**src/rtl/alu_arb_pkg.sv**
```systemverilog
// alu_arb_pkg: shared definitions for the two-requester ALU arbiter.
//   - OP_* : 3-bit op-code set understood by the shared ALU
//   - state_t : arbiter FSM state encoding
//   - CNT_W : width of the settle counter (holds 1..15)
package alu_arb_pkg;

  localparam logic [2:0] OP_ADD  = 3'd0;
  localparam logic [2:0] OP_SUB  = 3'd1;
  localparam logic [2:0] OP_XOR  = 3'd2;
  localparam logic [2:0] OP_SLT  = 3'd3;
  localparam logic [2:0] OP_AND  = 3'd4;
  localparam logic [2:0] OP_NAND = 3'd5;
  localparam logic [2:0] OP_NOR  = 3'd6;
  localparam logic [2:0] OP_OR   = 3'd7;

  localparam int CNT_W = 4;

  typedef enum logic [1:0] {
    ST_IDLE  = 2'd0,
    ST_ISSUE = 2'd1,
    ST_RESP  = 2'd2
  } state_t;

endpackage

```
**src/rtl/alu_arb_grant.sv**
```systemverilog
// alu_arb_grant: combinational two-way grant selection.
//   valid[1:0] : request valids (bit N = requester N)
//   ptr        : preferred requester when both are valid
//   grant[1:0] : one-hot grant, all zero when nobody is valid
module alu_arb_grant (
  input  logic [1:0] valid,
  input  logic       ptr,
  output logic [1:0] grant
);

  // A lone valid requester always wins; the pointer only breaks ties.
  always_comb begin
    grant = 2'b00;
    case (valid)
      2'b01:   grant = 2'b01;
      2'b10:   grant = 2'b10;
      2'b11:   grant = ptr ? 2'b10 : 2'b01;
      default: grant = 2'b00;
    endcase
  end

endmodule

```
**src/rtl/alu_arbiter.sv**
```systemverilog
// alu_arbiter: shares one combinational ALU between two requesters.
//   clk, reset (async, active-high)
//   reqN_valid/reqN_ready/reqN_op/reqN_a/reqN_b : requester N handshake + operation
//   alu_op/alu_a/alu_b : registered operation presented to the shared ALU
//   alu_result         : combinational result from the shared ALU
//   rsp_valid/rsp_id/rsp_data/rsp_ready : response handshake
// Build option: define ALU_ARB_ROUND_ROBIN_EN for round-robin tie-breaking;
// left undefined, requester 0 has fixed priority and no pointer exists.
module alu_arbiter
  import alu_arb_pkg::*;
#(
  parameter int WIDTH         = 32,
  parameter int SETTLE_CYCLES = 2
) (
  input  logic             clk,
  input  logic             reset,
  input  logic             req0_valid,
  output logic             req0_ready,
  input  logic [2:0]       req0_op,
  input  logic [WIDTH-1:0] req0_a,
  input  logic [WIDTH-1:0] req0_b,
  input  logic             req1_valid,
  output logic             req1_ready,
  input  logic [2:0]       req1_op,
  input  logic [WIDTH-1:0] req1_a,
  input  logic [WIDTH-1:0] req1_b,
  output logic [2:0]       alu_op,
  output logic [WIDTH-1:0] alu_a,
  output logic [WIDTH-1:0] alu_b,
  input  logic [WIDTH-1:0] alu_result,
  output logic             rsp_valid,
  output logic             rsp_id,
  output logic [WIDTH-1:0] rsp_data,
  input  logic             rsp_ready
);

  localparam logic [CNT_W-1:0] SETTLE_LD = CNT_W'(SETTLE_CYCLES);

  state_t           state_q, state_d;
  logic [CNT_W-1:0] cnt_q, cnt_d;
  logic [2:0]       alu_op_q, alu_op_d;
  logic [WIDTH-1:0] alu_a_q, alu_a_d;
  logic [WIDTH-1:0] alu_b_q, alu_b_d;
  logic             rsp_valid_q, rsp_valid_d;
  logic             rsp_id_q, rsp_id_d;
  logic [WIDTH-1:0] rsp_data_q, rsp_data_d;

  logic [1:0] valid_s;
  logic [1:0] grant_s;
  logic       ptr_s;
  logic       idle_s;
  logic       accept_s;
  logic       acc_id_s;

`ifdef ALU_ARB_ROUND_ROBIN_EN
  logic ptr_q, ptr_d;
  assign ptr_s = ptr_q;
`else
  assign ptr_s = 1'b0;
`endif

  assign valid_s = {req1_valid, req0_valid};

  alu_arb_grant u_grant (
    .valid (valid_s),
    .ptr   (ptr_s),
    .grant (grant_s)
  );

  // Ready is combinational so it is never raised for a requester whose valid
  // is low; it is also held low while reset is asserted.
  assign idle_s     = (state_q == ST_IDLE) & ~reset;
  assign req0_ready = idle_s & grant_s[0];
  assign req1_ready = idle_s & grant_s[1];
  assign accept_s   = idle_s & (grant_s != 2'b00);
  assign acc_id_s   = grant_s[1];

  assign alu_op    = alu_op_q;
  assign alu_a     = alu_a_q;
  assign alu_b     = alu_b_q;
  assign rsp_valid = rsp_valid_q;
  assign rsp_id    = rsp_id_q;
  assign rsp_data  = rsp_data_q;

  // Next-state and next-output computation for the arbiter FSM.
  always_comb begin
    state_d     = state_q;
    cnt_d       = cnt_q;
    alu_op_d    = alu_op_q;
    alu_a_d     = alu_a_q;
    alu_b_d     = alu_b_q;
    rsp_valid_d = rsp_valid_q;
    rsp_id_d    = rsp_id_q;
    rsp_data_d  = rsp_data_q;
`ifdef ALU_ARB_ROUND_ROBIN_EN
    ptr_d       = ptr_q;
`endif
    case (state_q)
      ST_IDLE: begin
        if (accept_s) begin
          alu_op_d = acc_id_s ? req1_op : req0_op;
          alu_a_d  = acc_id_s ? req1_a  : req0_a;
          alu_b_d  = acc_id_s ? req1_b  : req0_b;
          rsp_id_d = acc_id_s;
          cnt_d    = SETTLE_LD;
          state_d  = ST_ISSUE;
`ifdef ALU_ARB_ROUND_ROBIN_EN
          // Prefer the other requester on the next tie.
          ptr_d    = ~acc_id_s;
`endif
        end else begin
          state_d = ST_IDLE;
        end
      end
      ST_ISSUE: begin
        // Capturing at count 1 makes rsp_valid rise SETTLE_CYCLES edges after accept.
        if (cnt_q <= 4'd1) begin
          rsp_data_d  = alu_result;
          rsp_valid_d = 1'b1;
          cnt_d       = 4'd0;
          state_d     = ST_RESP;
        end else begin
          cnt_d = cnt_q - 4'd1;
        end
      end
      ST_RESP: begin
        if (rsp_ready) begin
          rsp_valid_d = 1'b0;
          state_d     = ST_IDLE;
        end else begin
          state_d = ST_RESP;
        end
      end
      default: begin
        rsp_valid_d = 1'b0;
        cnt_d       = 4'd0;
        state_d     = ST_IDLE;
      end
    endcase
  end

  // State and output registers with asynchronous reset.
  always_ff @(posedge clk or posedge reset) begin
    if (reset) begin
      state_q     <= ST_IDLE;
      cnt_q       <= 4'd0;
      alu_op_q    <= 3'd0;
      alu_a_q     <= '0;
      alu_b_q     <= '0;
      rsp_valid_q <= 1'b0;
      rsp_id_q    <= 1'b0;
      rsp_data_q  <= '0;
`ifdef ALU_ARB_ROUND_ROBIN_EN
      ptr_q       <= 1'b0;
`endif
    end else begin
      state_q     <= state_d;
      cnt_q       <= cnt_d;
      alu_op_q    <= alu_op_d;
      alu_a_q     <= alu_a_d;
      alu_b_q     <= alu_b_d;
      rsp_valid_q <= rsp_valid_d;
      rsp_id_q    <= rsp_id_d;
      rsp_data_q  <= rsp_data_d;
`ifdef ALU_ARB_ROUND_ROBIN_EN
      ptr_q       <= ptr_d;
`endif
    end
  end

endmodule

```
**config.mk**
```make
export PLATFORM = sky130hd
export DESIGN_NAME = alu_arbiter
export DESIGN_NICKNAME = d
export VERILOG_FILES = /design/src/rtl/alu_arb_pkg.sv /design/src/rtl/alu_arb_grant.sv /design/src/rtl/alu_arbiter.sv
export SDC_FILE = /design/constraint.sdc
export NUM_CORES = 1
export LEC_CHECK = 0
export ABC_AREA = 1
export CAP_MARGIN = 20
export CORE_MARGIN = 4
export CORE_UTILIZATION = 33
export DETAILED_ROUTE_END_ITERATION = 10
export GPL_TIMING_DRIVEN = 0
export MAX_ROUTING_LAYER = met4
export PLACE_DENSITY = 0.82
export SLEW_MARGIN = 20
export SYNTH_ARGS = -nofsm -noshare
export SYNTH_HDL_FRONTEND = slang
export SYNTH_HIERARCHICAL = 1
export SYNTH_SLANG_ARGS = --single-unit
```
**constraint.sdc**
```tcl
create_clock -name clk -period 4.9 [get_ports clk]
set_input_delay 0.98 -clock clk [delete_from_list [all_inputs] [get_ports clk]]
set_output_delay 0.98 -clock clk [all_outputs]
set_load 0.03 [all_outputs]
```
; ---- After elaboration in Yosys (flattened, before gate mapping)
; Cells that the tools add are included.
[totals]
in_bits = 171
register_bits = 107
out_inout_bits = 103
elab_cells = 46
[classes]
bitwise_logic = 7
add_sub_neg = 1
eq_ne = 8
reduce_logical = 7
muxes = 14
order_cmp = 1
[op_table]
columns = cell, n
row1 = two-way mux 32 bit, 2
row2 = case mux 4 bit (3 select lines), 1
row3 = two-way mux 4 bit, 2
row4 = "equality test 2 bit, second input constant", 3
row5 = "!= test 2 bit, second input constant", 3
row6 = case mux 2 bit (3 select lines), 1
row7 = AND reduction 2 bit, 3
row8 = bitwise AND 1 bit, 4
row9 = "equality test 2 x 1 -> 1 bit, second input constant", 2
row10 = "<= comparator 4 x 1 -> 1 bit, second input constant", 1
row11 = two-way mux 2 bit, 2
row12 = case mux 2 bit (2 select lines), 1
row13 = "subtractor 4 x 1 -> 4 bit, second input constant", 1
row14 = two-way mux 1 bit, 3
row15 = two-way mux 3 bit, 1
row16 = inverter 1 bit, 3
row17 = case mux 1 bit (3 select lines), 1
row18 = AND reduction 3 bit, 1
row19 = zero test 2 bit, 1
row20 = nonzero test 2 bit, 1
row21 = OR reduction 2 bit, 1

; ---- Depth between registers and ports, before layout
[depth]
word_depth = 7
mapped_depth = 11
ltp_nobuf = 9

; ---- By module
; Netlist, hierarchy kept.
[modules_own_cells]
columns = mod, n_inst, area_per_inst_um2, cells_per_inst, seq_area_each_um2
row1 = alu_arbiter, 1, 4874.7, 561, 2677.6
row2 = alu_arb_grant, 1, 20.0, 5, 0.0

; ---- Worst setup path after synthesis
; OpenSTA, ideal clock, no wires.
[synth_timing]
path_kind = input to output
start = in reset
end = out req1_ready
n_path_buf = 0
slack_ns = 0.093
arrival_ns = 3.827
t_required_ns = 3.920
stages = 3
cell_sequence = inv_1 -> nand3_1 -> inv_1
[synth_via]
elab_chain_cells = 3
[synth_lines]
columns = element, line_no
row1 = start: declaration, alu_arbiter.sv:16  ; input logic reset,
row2 = inverter 1 bit, alu_arbiter.sv:72  ; assign idle_s = (state_q == ST_IDLE) & ~reset;
row3 = bitwise AND 1 bit, alu_arbiter.sv:72
row4 = bitwise AND 1 bit, alu_arbiter.sv:74  ; assign req1_ready = idle_s & grant_s[1];
row5 = end: declaration, alu_arbiter.sv:23  ; output logic req1_ready,
; Every way passes these cells.

; ---- Final worst setup path
[layout_timing]
start = in req1_valid
end = out req1_ready
[layout_via]
elab_chain_cells = 4
elab_cells_between_ends = 6
cone_classes = eq/ne: 3 / mux: 1 / bitwise: 1 / reduce/logical: 1
[layout_lines]
columns = element, line_no
row1 = start: declaration, alu_arbiter.sv:22  ; input logic req1_valid,
row2 = equality test 2 x 1 -> 1 bit or equality test 2 bit (tied branches), alu_arb_grant.sv:14  ; case (valid)
row3 = OR reduction 2 bit (no line), --
row4 = case mux 2 bit (2 select lines) (*), alu_arb_grant.sv:14
row5 = net grant_s[1], alu_arbiter.sv:49  ; logic [1:0] grant_s;
row6 = bitwise AND 1 bit (*), alu_arbiter.sv:74
; Mark *: on every way through the listed nets, which the timed path passes. The rest lies on a longest branch.

==> results list <==
- Result of the run: finished clean
- Global-route met1 utilization: 22.2%
- The clock passes through at most 2 buffers.
- Setup repair after global routing left no endpoint under its margin.
- Mean cell area of the mapped netlist: 8.65 sq um
* Total Wirelength: 16500 microns
- Area of all sequential standard cells: 2680 sq um
- Number of antenna violations at the first check in global routing: 0
- STA classifies the critical path startpoint as a primary input.
- Core Util, Final: 56.6%
- Simple-gate portion of the synthesized area: 24.7%
* Clock insertion delay at the later pin of the skew report: 350 ps
* Die width: 130 microns
- Core area: 14500 sq um
- Wire length of the first global-routing pass: 24700 microns
* Fin crit period: 4090 ps
- VDD sags by at most 0.334 mV.
- Area growth from synthesis to layout: 67.9%
* Rows: 44
* Main combinational cell family by area after synthesis: simple AND/OR/NAND/NOR gates
- After synthesis the netlist holds a flip-flop and latch count of 107.
- Fraction of layout instances using a drive strength above 1: 12.7%
- Maximum clock skew at final layout: 10.4 ps
- The number of antenna diodes in the final layout is 0.
- Synth Instances: 566
- Cell leakage power: 3.66 nW
- The wire-length estimate of the detail-placed layout is 13000 microns.
* Yosys Warn Count: 6
- CTS built an H-tree with a depth of 3.
* Summed instance area of the synthesized netlist: 4890 sq um
- Summing over every cut layer, the via total after detailed routing is 4854.
* IO buf count: 273
* Layout net count: 1025
* Slew Viols, Final: 0
* Number of sinks handled by clock tree synthesis: 107
- Global routing used 5.44% of the available met3 tracks.
* Post-CTS sizing: 0
* Synth unique cells: 23
- WL/cell: 15.8 microns
- For met2 alone, demand over resource in global routing was 34.0%.
- After clock tree synthesis, the setup repair step added 0 buffers.
* Fraction of the mapped netlist area in compound gates: 14.2%
* Final worst path period share: 83.4%
- In this run the clock root is driven by a sky130_fd_sc_hd__clkbuf_16.
- For this block, the initial DRC count from the detailed router was 200.
- In this run the power density over the cells is 623 nW/um^2.
* Final routed DRC violation total: 0
* Start-to-end type of the worst setup path: in2out
- Worst-case setup slack after placement: 762 ps
* Worst Slack Setup Final: 814 ps
- Buffers inserted during clock tree synthesis total 9.
- In the final layout, the multi-input gates occupy 1940 sq um.
* Starting density of the core: 33.7%
- Setup violations remaining at the end of the flow were counted as 0.
- Setup slack of the most critical reg-to-reg path: 3280 ps
* Number of antenna-violating nets in the routed design: 0
* Drt via density: 4.66
- Total Power: 5.12 mW
* TritonCTS clock tree: done
* Number of search-and-repair iterations in the first detailed-routing pass: 4
- Hold crit path type: reg2reg
* Count of maximum capacitance violations: 0
- GRT Resource Usage Total: 19.5%
- Critical path data required time: 3920 ps
- Element type at the critical path end: output pin
- Highest net fanout along the worst path: 10
* Clock transition at path regs: 70 ps
- Share of synthesized area occupied by flip-flops and latches: 54.7%
* CP arrival: 3110 ps
- The number of global-route vias before repair came to 4818.
- Summing the areas of all fa, ha and maj instances in the mapped netlist gives 0.511% of the synthesized area.
- The synthesized netlist devotes 0.179% of its cell area to XOR and XNOR gates.
- Vert. Die Dim: 130 microns
- Entering global routing, the biggest net connects 77 pins.
- In this run the most used layer during global routing was met2.
- Final Hold Vio Count: 0
* I/O pin cnt: 274
* DIE AREA: 16800 sq um
- Fillers: 1332
- F_max: 245 MHz
* # hold bufs at CTS: 0
* Overall overflow remaining after global route: 0
- Routability congestion estimate from global placement: 0.805
- Multiplexer cells account for 0% of the synthesized area.
## state kept, by name, indices dropped and copies added (netlist names)
register,flops
alu_a,32
alu_b,32
rsp_data,32
cnt_q,4
alu_op,3
state_q,2
rsp_id,1
rsp_valid,1
## cell usage after synthesis
master | n | area [sq um]
sky130_fd_sc_hd__xor2_1 | 1 | 8.76
sky130_fd_sc_hd__nor2_4 | 1 | 11.3
sky130_fd_sc_hd__nand3_2 | 1 | 10.0
sky130_fd_sc_hd__clkbuf_1 | 16 | 60.1
sky130_fd_sc_hd__buf_2 | 4 | 20.0
sky130_fd_sc_hd__conb_1 | 1 | 3.75
sky130_fd_sc_hd__nor2_1 | 4 | 15.0
sky130_fd_sc_hd__inv_1 | 12 | 45.0
sky130_fd_sc_hd__dfrtp_1 | 107 | 2680
sky130_fd_sc_hd__buf_6 | 8 | 90.1
sky130_fd_sc_hd__or2_2 | 67 | 419
sky130_fd_sc_hd__nor4_1 | 1 | 6.26
sky130_fd_sc_hd__a21oi_1 | 1 | 5.00
sky130_fd_sc_hd__inv_2 | 3 | 11.3
sky130_fd_sc_hd__nand2_1 | 184 | 691
sky130_fd_sc_hd__clkbuf_2 | 1 | 5.00
sky130_fd_sc_hd__nand3_4 | 1 | 17.5
sky130_fd_sc_hd__buf_4 | 6 | 45.0
sky130_fd_sc_hd__o31ai_1 | 1 | 7.51
sky130_fd_sc_hd__nand3_1 | 8 | 40.0
sky130_fd_sc_hd__o21ai_0 | 95 | 475
sky130_fd_sc_hd__o21ai_1 | 41 | 205
sky130_fd_sc_hd__ha_1 | 2 | 25.0
## metrics by stage
stage | cells | TNS [ps] | hold slack (ps) | instance area (sq um)
2_1_floorplan | 567 | 0 | 473 | 4900
3_3_place_gp | 1024 | -156040 | 454 | 7860
3_5_place_dp | 1025 | 0 | 463 | 7890
4_1_cts | 1041 | 0 | 481 | 8220
5_1_grt | 1041 | 0 | 499 | 8220
6_report | 1041 | 0 | 476 | 8220
## cell usage in the layout, fill, tap and decap left out, drive strengths merged
cell	Yosys	routed
a21oi	1	1
buf	18	19
bufinv	0	2
clkbuf	17	27
clkdlybuf4s50	0	273
clkinv	0	1
clkinvlp	0	1
conb	1	2
dfrtp	107	107
ha	2	2
inv	15	17
nand2	184	184
nand3	10	10
nor2	5	5
nor4	1	1
o21ai	136	136
o31ai	1	1
or2	67	67
xor2	1	1
## worst max-delay path, stage by stage
cell,delay (ps)
sky130_fd_sc_hd__clkdlybuf4s50_1,500
sky130_fd_sc_hd__nand2_1,60
sky130_fd_sc_hd__nand2_1,240
sky130_fd_sc_hd__clkbuf_1,400
sky130_fd_sc_hd__nand3_1,150
sky130_fd_sc_hd__inv_1,70
sky130_fd_sc_hd__clkdlybuf4s50_1,700
## path summary, 6_finish.rpt
| check | start | endpoint | cells after the start |
|---|---|---|---|
| max in group asynchronous | reset | alu_a[6] | 3 |
| hold reg to reg | rsp_valid | rsp_valid | 2 |
| setup reg to reg | state_q[1] | alu_b[19] | 6 |
| hold / removal | rsp_valid | rsp_valid | 2 |
| min in group asynchronous | reset | rsp_data[5] | 2 |
| setup / recovery | req1_valid | req1_ready | 7 |
## final cells by class
cell class,count,area share (%)
Multi-Input combinational cell,410,23.7
Clock inverter,6,1.17
Tap cell,184,2.80
Inverter,15,0.746
Sequential cell,107,32.6
Clock buffer,10,2.79
Timing Repair Buffer,274,33.6
Buffer,35,2.68
## per-layer routing
layer | up-vias | wire length [microns]
met5 | - | 0
met4 | 0 | 254
met3 | 17 | 1280
met2 | 186 | 8360
met1 | 2261 | 6590
li1 | 2390 | -
## power by group
group / leakage, nW / internal, mW / switching [mW]
sequential: 1.32 / 1.32 / 0.243
clock: 0.155 / 0.455 / 0.343
combinational: 2.19 / 1.15 / 1.61
## cell families (layout without fill, tap and decap cells)
logic type	count (synthesis)	in the layout
AO/OA/AOI/OAI	138	138
flip-flops	107	107
buffers and inverters	50	340
other	1	2
XOR/XNOR	1	1
AND/OR/NAND/NOR	267	267
adder cells (fa/ha/maj)	2	2
Power figures use the tool's default switching activity.
